===== config.mk =====
export PLATFORM = sky130hd
export DESIGN_NAME = quadrature_velocity
export DESIGN_NICKNAME = d
export VERILOG_FILES = /design/src/rtl/quad_pkg.sv /design/src/rtl/quad_sat.sv /design/src/rtl/quadrature_velocity.sv
export SDC_FILE = /design/constraint.sdc
export NUM_CORES = 1
export LEC_CHECK = 0
export CORE_AREA = 2 2 125 127
export CTS_CLUSTER_SIZE = 30
export DETAILED_ROUTE_END_ITERATION = 8
export DIE_AREA = 0 0 127 129
export HOLD_SLACK_MARGIN = 0.06
export PLACE_DENSITY = 0.74
export SLEW_MARGIN = 20
export SYNTH_ARGS = -nofsm -noshare
export SYNTH_HDL_FRONTEND = slang
export SYNTH_SLANG_ARGS = --single-unit

===== constraint.sdc =====
create_clock -name CLK -period 5.2 [get_ports CLK]
set_input_delay 0.78 -clock CLK [delete_from_list [all_inputs] [get_ports CLK]]
set_output_delay 0.78 -clock CLK [all_outputs]
set_load 0.01 [all_outputs]

===== src/rtl/quad_pkg.sv =====
// Shared widths, state encoding and velocity limits for the quadrature
// velocity path.
package quad_pkg;

  localparam int DEF_COUNT_W  = 32;
  localparam int DEF_PERIOD_W = 24;
  localparam int DEF_VEL_W    = 16;

  typedef enum logic {
    ST_IDLE = 1'b0,
    ST_RUN  = 1'b1
  } state_e;

  localparam logic signed [DEF_VEL_W-1:0] VEL_MAX = {1'b0, {(DEF_VEL_W-1){1'b1}}};
  localparam logic signed [DEF_VEL_W-1:0] VEL_MIN = {1'b1, {(DEF_VEL_W-1){1'b0}}};

endpackage


===== src/rtl/quad_sat.sv =====
// Combinational signed narrowing saturator: clamps a signed IN_W value into
// the signed OUT_W range and flags when clamping happened.
module quad_sat #(
  parameter int IN_W  = 32,
  parameter int OUT_W = 16
) (
  input  logic signed [IN_W-1:0]  din,
  output logic signed [OUT_W-1:0] dout,
  output logic                    sat
);

  localparam logic signed [IN_W-1:0] HI_IN = {{(IN_W-OUT_W+1){1'b0}}, {(OUT_W-1){1'b1}}};
  localparam logic signed [IN_W-1:0] LO_IN = {{(IN_W-OUT_W+1){1'b1}}, {(OUT_W-1){1'b0}}};

  // clamp to the output range, pass through otherwise
  always_comb begin
    dout = din[OUT_W-1:0];
    sat  = 1'b0;
    if (din > HI_IN) begin
      dout = {1'b0, {(OUT_W-1){1'b1}}};
      sat  = 1'b1;
    end else if (din < LO_IN) begin
      dout = {1'b1, {(OUT_W-1){1'b0}}};
      sat  = 1'b1;
    end
  end

endmodule


===== src/rtl/quadrature_velocity.sv =====
// Windowed velocity measurement on a 32-bit quadrature position count.
//
//   state   | meaning
//   --------+-----------------------------------------------------------
//   ST_IDLE | timer parked at 0; waiting for ENABLE to take a baseline
//   ST_RUN  | counting the window; a tick samples COUNT and emits a delta
//
// The output register is a single-entry valid/ready slot. A tick that finds
// the slot occupied and not being drained drops its sample and sets OVERRUN,
// but the baseline still advances so the next window stays correct.
module quadrature_velocity
  import quad_pkg::*;
#(
  parameter int COUNT_W  = DEF_COUNT_W,
  parameter int PERIOD_W = DEF_PERIOD_W,
  parameter int VEL_W    = DEF_VEL_W
) (
  input  logic                    CLK,
  input  logic                    RST,
  input  logic [COUNT_W-1:0]      COUNT,
  input  logic                    ENABLE,
  input  logic [PERIOD_W-1:0]     PERIOD,
  output logic                    VEL_VALID,
  input  logic                    VEL_READY,
  output logic signed [VEL_W-1:0] VELOCITY,
  output logic [COUNT_W-1:0]      POSITION,
  output logic                    SAT,
  output logic                    OVERRUN
);

  state_e               state_q, state_d;
  logic [PERIOD_W-1:0]  timer_q, timer_d;
  logic [COUNT_W-1:0]   last_q, last_d;
  logic                 vel_valid_q, vel_valid_d;
  logic [VEL_W-1:0]     velocity_q, velocity_d;
  logic [COUNT_W-1:0]   position_q, position_d;
  logic                 sat_q, sat_d;
  logic                 overrun_q, overrun_d;

  logic [PERIOD_W-1:0]     last_tick_at;
  logic                    tick;
  logic [COUNT_W-1:0]      raw;
  logic signed [VEL_W-1:0] vel_sat;
  logic                    vel_clamped;

  // window end: PERIOD of 0 behaves like 1, so the tick compare is against 0
  always_comb begin
    last_tick_at = (PERIOD == '0) ? '0 : PERIOD - PERIOD_W'(1);
    tick         = (state_q == ST_RUN) && ENABLE && (timer_q >= last_tick_at);
    raw          = COUNT - last_q;
  end

  quad_sat #(
    .IN_W  (COUNT_W),
    .OUT_W (VEL_W)
  ) u_sat (
    .din  (signed'(raw)),
    .dout (vel_sat),
    .sat  (vel_clamped)
  );

  // next-state, window timer, baseline and output-slot logic
  always_comb begin
    state_d     = state_q;
    timer_d     = timer_q;
    last_d      = last_q;
    vel_valid_d = vel_valid_q;
    velocity_d  = velocity_q;
    position_d  = position_q;
    sat_d       = sat_q;
    overrun_d   = overrun_q;

    case (state_q)
      ST_IDLE: begin
        timer_d = '0;
        if (ENABLE) begin
          last_d  = COUNT;
          state_d = ST_RUN;
        end
      end
      ST_RUN: begin
        if (!ENABLE) begin
          state_d   = ST_IDLE;
          timer_d   = '0;
          overrun_d = 1'b0;
        end else if (tick) begin
          timer_d = '0;
          last_d  = COUNT;
        end else begin
          timer_d = timer_q + PERIOD_W'(1);
        end
      end
      default: begin
        state_d = ST_IDLE;
        timer_d = '0;
      end
    endcase

    if (tick) begin
      if (!vel_valid_q || VEL_READY) begin
        vel_valid_d = 1'b1;
        velocity_d  = vel_sat;
        position_d  = COUNT;
        sat_d       = vel_clamped;
      end else begin
        overrun_d = 1'b1;
      end
    end else if (vel_valid_q && VEL_READY) begin
      vel_valid_d = 1'b0;
    end
  end

  // state and output registers with synchronous reset
  always_ff @(posedge CLK) begin
    if (RST) begin
      state_q     <= ST_IDLE;
      timer_q     <= '0;
      last_q      <= '0;
      vel_valid_q <= 1'b0;
      velocity_q  <= '0;
      position_q  <= '0;
      sat_q       <= 1'b0;
      overrun_q   <= 1'b0;
    end else begin
      state_q     <= state_d;
      timer_q     <= timer_d;
      last_q      <= last_d;
      vel_valid_q <= vel_valid_d;
      velocity_q  <= velocity_d;
      position_q  <= position_d;
      sat_q       <= sat_d;
      overrun_q   <= overrun_d;
    end
  end

  assign VEL_VALID = vel_valid_q;
  assign VELOCITY  = velocity_q;
  assign POSITION  = position_q;
  assign SAT       = sat_q;
  assign OVERRUN   = overrun_q;

endmodule


# After elaboration in Yosys (flattened, before gate mapping)
# Index checks and enable logic that the tools add are counted.
[totals]
reg_bits = 108
in_bits = 60
wordCells = 49
out_inout_bits = 51
[classes]
n_mux = 20
eq_ne = 4
addsub = 3
order_cmp = 3
n_bitwise = 1
reduce_logical = 10
[ops]
columns = ["op", "count"]
rows = [
  ["2-to-1 mux 32 bit", 3],
  ["2-to-1 mux 24 bit", 3],
  ["one-hot mux 32 bit (2 select lines)", 1],
  ["one-hot mux 24 bit (2 select lines)", 1],
  ["greater-than comparator 32 x 16 -> 1 bit (second input constant)", 1],
  ["< comparator 32 x 16 -> 1 bit (second input constant)", 1],
  ["2-to-1 mux 16 bit", 2],
  ["subtractor 32 bit", 1],
  ["adder 24 x 1 -> 24 bit (second input constant)", 1],
  [">= comparator 24 bit", 1],
  ["zero test 24 bit", 1],
  ["subtractor 24 x 1 -> 24 bit (second input constant)", 1],
  ["2-to-1 mux 1 bit", 10],
  ["!= test 2 x 1 -> 1 bit (second input constant)", 2],
  ["!= test 2 bit (second input constant)", 2],
  ["AND reduction 2 bit", 2],
  ["logical AND 1 bit", 3],
  ["AND reduction 3 bit", 1],
  ["nonzero test 2 bit", 1],
  ["zero test 1 bit", 1],
  ["logical OR 1 bit", 1],
  ["NOT 1 bit", 1],
]

# Depth between registers and ports, before layout
[logic_depth]
word_depth = 7
ltp_mapped = 19
mapped_depth_nobuf = 17

# Hierarchy
# From an unflattened synthesis, not the netlist that was laid out.
[unflattened]
hier_cells = 911
hier_area_um2 = 7679.9
[modules_own_cells]
columns = ["mod", "area_per_inst_um2", "instances", "seq_area_each_um2", "cells_per_inst"]
rows = [
  ["quadrature_velocity", 7442.1, 1, 2162.1, 882],
  ["quad_sat", 237.7, 1, 0.0, 29],
]

# Least setup slack after synthesis
# OpenSTA, ideal clock, no wires.
[synth_path]
kind = "input port to flip-flop"
from = "input port PERIOD[11]"
to = "register position_q[24], in the netlist POSITION[24]"
required_time_ps = 5128
arrival_time_ps = 4389
setup_time_ps = 72
stages = 15
path_slack_ps = 739
path_buffers = 2
cell_sequence = "or4_1 nor4_1 nand3_1 or2_2 or3_1 xnor2_1 nand2_1 ha_1 nand3_1 o31ai_1 and3b_1 buf_2 buf_1 nand2_1 a21oi_1"
[synth_between]
elab_chain_len = 5
elab_cells_between_ends = 6
classes_between = "1 x add/sub; 1 x order compare; 1 x mux; 3 x reduce/logical"
[synth_rtl]
columns = ["item", "line", "text"]
rows = [
  ["start, declared", "quadrature_velocity.sv:22", "input logic [PERIOD_W-1:0] PERIOD,"],
  ["subtractor 24 x 1 -> 24 bit or zero test 24 bit (tied branches)", "quadrature_velocity.sv:48", "last_tick_at = (PERIOD == '0) ? '0 : PERIOD - PERIOD_W'(1);"],
  ["2-to-1 mux 24 bit *", "quadrature_velocity.sv:48", ""],
  [">= comparator 24 bit *", "quadrature_velocity.sv:49", "tick = (state_q == ST_RUN) && ENABLE && (timer_q >= last_tick_at);"],
  ["logical AND 1 bit *", "quadrature_velocity.sv:49", ""],
  ["AND reduction 2 bit (no source line) *", "--", ""],
  ["end signal, assigned", "quadrature_velocity.sv:130", "position_q <= position_d;"],
  ["end, declared", "quadrature_velocity.sv:36", "logic [COUNT_W-1:0] position_q, position_d;"],
]
# Every way passes the cells marked *; elsewhere a longest branch is shown, timed or not.
# A chain may end at the register's enable or synchronous reset.

# Worst setup path in the final report
[layout_path]
from = "input port PERIOD[6]"
to = "register velocity_q[0], in the netlist VELOCITY[0]"
[layout_between]
elab_chain_len = 5
elab_cells_between_ends = 6
classes_between = "1 x add/sub; 1 x order compare; 1 x mux; 3 x reduce/logical"
[layout_rtl]
columns = ["item", "line", "text"]
rows = [
  ["subtractor 24 x 1 -> 24 bit or zero test 24 bit (tied branches)", "quadrature_velocity.sv:48", ""],
  ["2-to-1 mux 24 bit *", "quadrature_velocity.sv:48", ""],
  [">= comparator 24 bit *", "quadrature_velocity.sv:49", ""],
  ["logical AND 1 bit *", "quadrature_velocity.sv:49", ""],
  ["AND reduction 2 bit (no source line) *", "--", ""],
  ["end signal, assigned", "quadrature_velocity.sv:129", "velocity_q <= velocity_d;"],
  ["end, declared", "quadrature_velocity.sv:35", "logic [VEL_W-1:0] velocity_q, velocity_d;"],
]
# Marked as above.

==> impl_metrics.ini <==
[yosys]
netlist_area_um2 = 7370
synth_most_common_cell = nand2_1
syn_avg_cell_area_um2 = 7.80
synth_common_cells = nand2_1 (132), nor2_1 (112), dfxtp_1 (108), a21oi_1 (74), ha_1 (58)
postSynth.asyncResetShare = 0
synth_edf_count = 0
ys_seq_elements = 108
synth_seq_area_share = 0.293
synthesis.yosys.warnings = 0
ys.flop_type = dfxtp_1
synth_top_area_frac = 0.293
yosys-top-cells-area = dfxtp_1 (29%), ha_1 (9.8%), nand2_1 (6.7%)
synthDistinctLibCells = 70
synth_area_leader_cell = dfxtp_1
syn_inst = 945
syn_nets = 1064

[sta]
hold_viol = 0
period_share = 0.924
finalSetupViolations = 0
min_period_ps = 4810
max_freq_mhz = 208
max_slew_margin = 0.464
worst_slew_pin_slew_ps = 804
slew_viol_final = 0
timing.final.ws_setup_ps = 394
rsz0062_at_grt = false
fin_skew_ps = 10.6

[run]
cap_violations = 0

[setup_path]
r2r_start = last_q[8]$_SDFFE_PP0P_
cp-end-kind = register
cp-start-kind = input pin
rr_worst_depth = 13
critPathKind = input pin to register
arrival_ps = 5060
path_max_fanout = 10
crit_path_start = PERIOD[6]
rrSetupSlack_ps = 1670
crit_required_ps = 5460
rr_endpoint = VELOCITY[1]$_SDFFE_PP0P_

[global_routing]
grt_usage = 0.223
grt_overflow = 0
grt_max_degree = 55
use_met1 = 0.312
grt_pass1_vias = 6131
antenna_found_initial = 0
grt_pass1_wl_um = 29900
met2_usage = 0.343
grt_util_met3 = 0.0416
busiest_layer = met2

[detailed_routing]
postRouteAntennaNets = 0
via_per_inst = 5.53
wl_per_cell_um = 14.8
drtIter0Drc = 467
vias = 6788
first_pass_iters = 5
post-route-drc-count = 0
wl_um = 18100

[layout]
syn_to_final_growth_pct = 21.4
drive_gt1_frac = 0.0683
nets = 1154
final_cells = 1228
antennaDiodeCount = 0

[cts]
cts.sink_count = 108
cts_root_buffer = clkbuf_16
cts_inserted_buffers = 9
insertion_delay_ps = 360
cts_hold_buf = 0
clk_pin_slew_worst_paths_ps = 70
htree_levels = 3
cts_tree = yes
clockBufferDepth = 2

[hold_path]
hp-class = register to register
min-delay-start = POSITION[23]$_SDFFE_PP0P_
hold_depth = 2
min_to = POSITION[23]$_SDFFE_PP0P_

[floorplanning]
initial_utilization = 0.492
die_w_um = 127
die_area_um2 = 16400
core-area_um2 = 15000
fp.dieH_um = 129
rows = 45
ios = 111

[placement]
dp_slack_ps = -152
port_buffers = 110
dp_hpwl_um = 13800
dpl.cell_count = 1212
finalWeightedCongestion = 0.967

[pwr]
p_leak_nw = 3.47
ir_worst_vdd_v = 0.000199
power_density_nw_per_um2 = 229

[status]
run_status = finished clean
## state kept, by name, indices dropped and copies added, names as in the netlist
signal and cells:
OVERRUN 1, POSITION 32, SAT 1, VELOCITY 16, VEL_VALID 1, last_q 32, state_q 1, timer_q 24
## worst max-delay path by stage
stage,endpoint,slack (ps)
5_1_grt,VELOCITY[0]$_SDFFE_PP0P_,90
4_1_cts,VELOCITY[0]$_SDFFE_PP0P_,200
3_5_place_dp,VELOCITY[0]$_SDFFE_PP0P_,-150
6_report,VELOCITY[0]$_SDFFE_PP0P_,390
2_1_floorplan,POSITION[24]$_SDFFE_PP0P_,740
3_3_place_gp,timer_q[2]$_SDFF_PP0_,20
## where the power goes
| part | leakage, nW | internal (mW) | switching (mW) |
|---|---|---|---|
| Clock | 0.147 | 0.375 | 0.313 |
| Combinational | 2.45 | 0.216 | 0.296 |
| Sequential | 0.875 | 0.842 | 0.00851 |
| Total | 3.47 | 1.43 | 0.617 |
## critical path: stages
cell             delay (ps)
clkdlybuf4s50_1         460
or4_1                   530
nor2_1                  280
nand3_1                 220
nor3_1                  250
xor2_1                  240
nand2_1                  90
ha_1                    310
nand4_1                  90
nor4_1                  340
a21oi_1                 160
o31ai_2                 390
nand4_1                 320
buf_4                   280
o41ai_1                 330
## cells by family (layout without fill, tap and decap cells)
group                      Yosys count  after routing  synth area share
and+or+nand+nor                    373            373             0.233
AOI/OAI and AO/OA                  218            218             0.200
DFF                                108            108             0.293
buffers and inverters               92            187            0.0526
xor gates and xnor gates            60             60            0.0713
adders and majority gates           59             59             0.101
muxes                               35             35            0.0479
## layout by cell type (no fill, tap or decap), types with 29 or more instances in the layout
| master | n |
|---|---|
| nand2_1 | 132 |
| nor2_1 | 112 |
| clkdlybuf4s50_1 | 109 |
| dfxtp_1 | 108 |
| a21oi_1 | 74 |
| ha_1 | 58 |
| inv_1 | 47 |
| mux2i_1 | 33 |
| xor2_1 | 32 |
| o21ai_0 | 30 |
| nand3_1 | 29 |
## per-stage QoR
| stage | TNS, ps | instance area [µm²] | util | total power, mW | hold slack (ps) |
|---|---|---|---|---|---|
| global placement | 0 | 8640 | 0.577 | 1.37 | 441 |
| CTS | 0 | 8930 | 0.597 | 2.07 | 456 |
| floorplan | 0 | 7370 | - | 1.23 | 449 |
| global route | 0 | 8950 | 0.597 | 2.16 | 478 |
| detailed placement | -5230 | 8640 | 0.577 | 1.37 | 446 |
| finish | 0 | 8950 | 0.597 | 2.05 | 452 |
## what timing repair did
action	4_1_cts	5_1_grt
buffers inserted	0	0
endpoints found under the setup margin	0	73
gates resized for setup	0	2
## metal layers
layer	up-vias	routed length [µm]
li1	3481	-
met1	3148	8880
met2	134	8050
met3	25	794
met4	0	391
met5	-	0
## cell type report
cell class,count,area [µm²]
Fill cell,1398,6030
Multi-Input combinational cell,745,4840
Sequential cell,108,2160
Timing Repair Buffer,124,1240
Tap cell,188,235
Clock buffer,10,229
Inverter,47,176
Clock inverter,6,62.6
(Power assumes the default switching activity.)
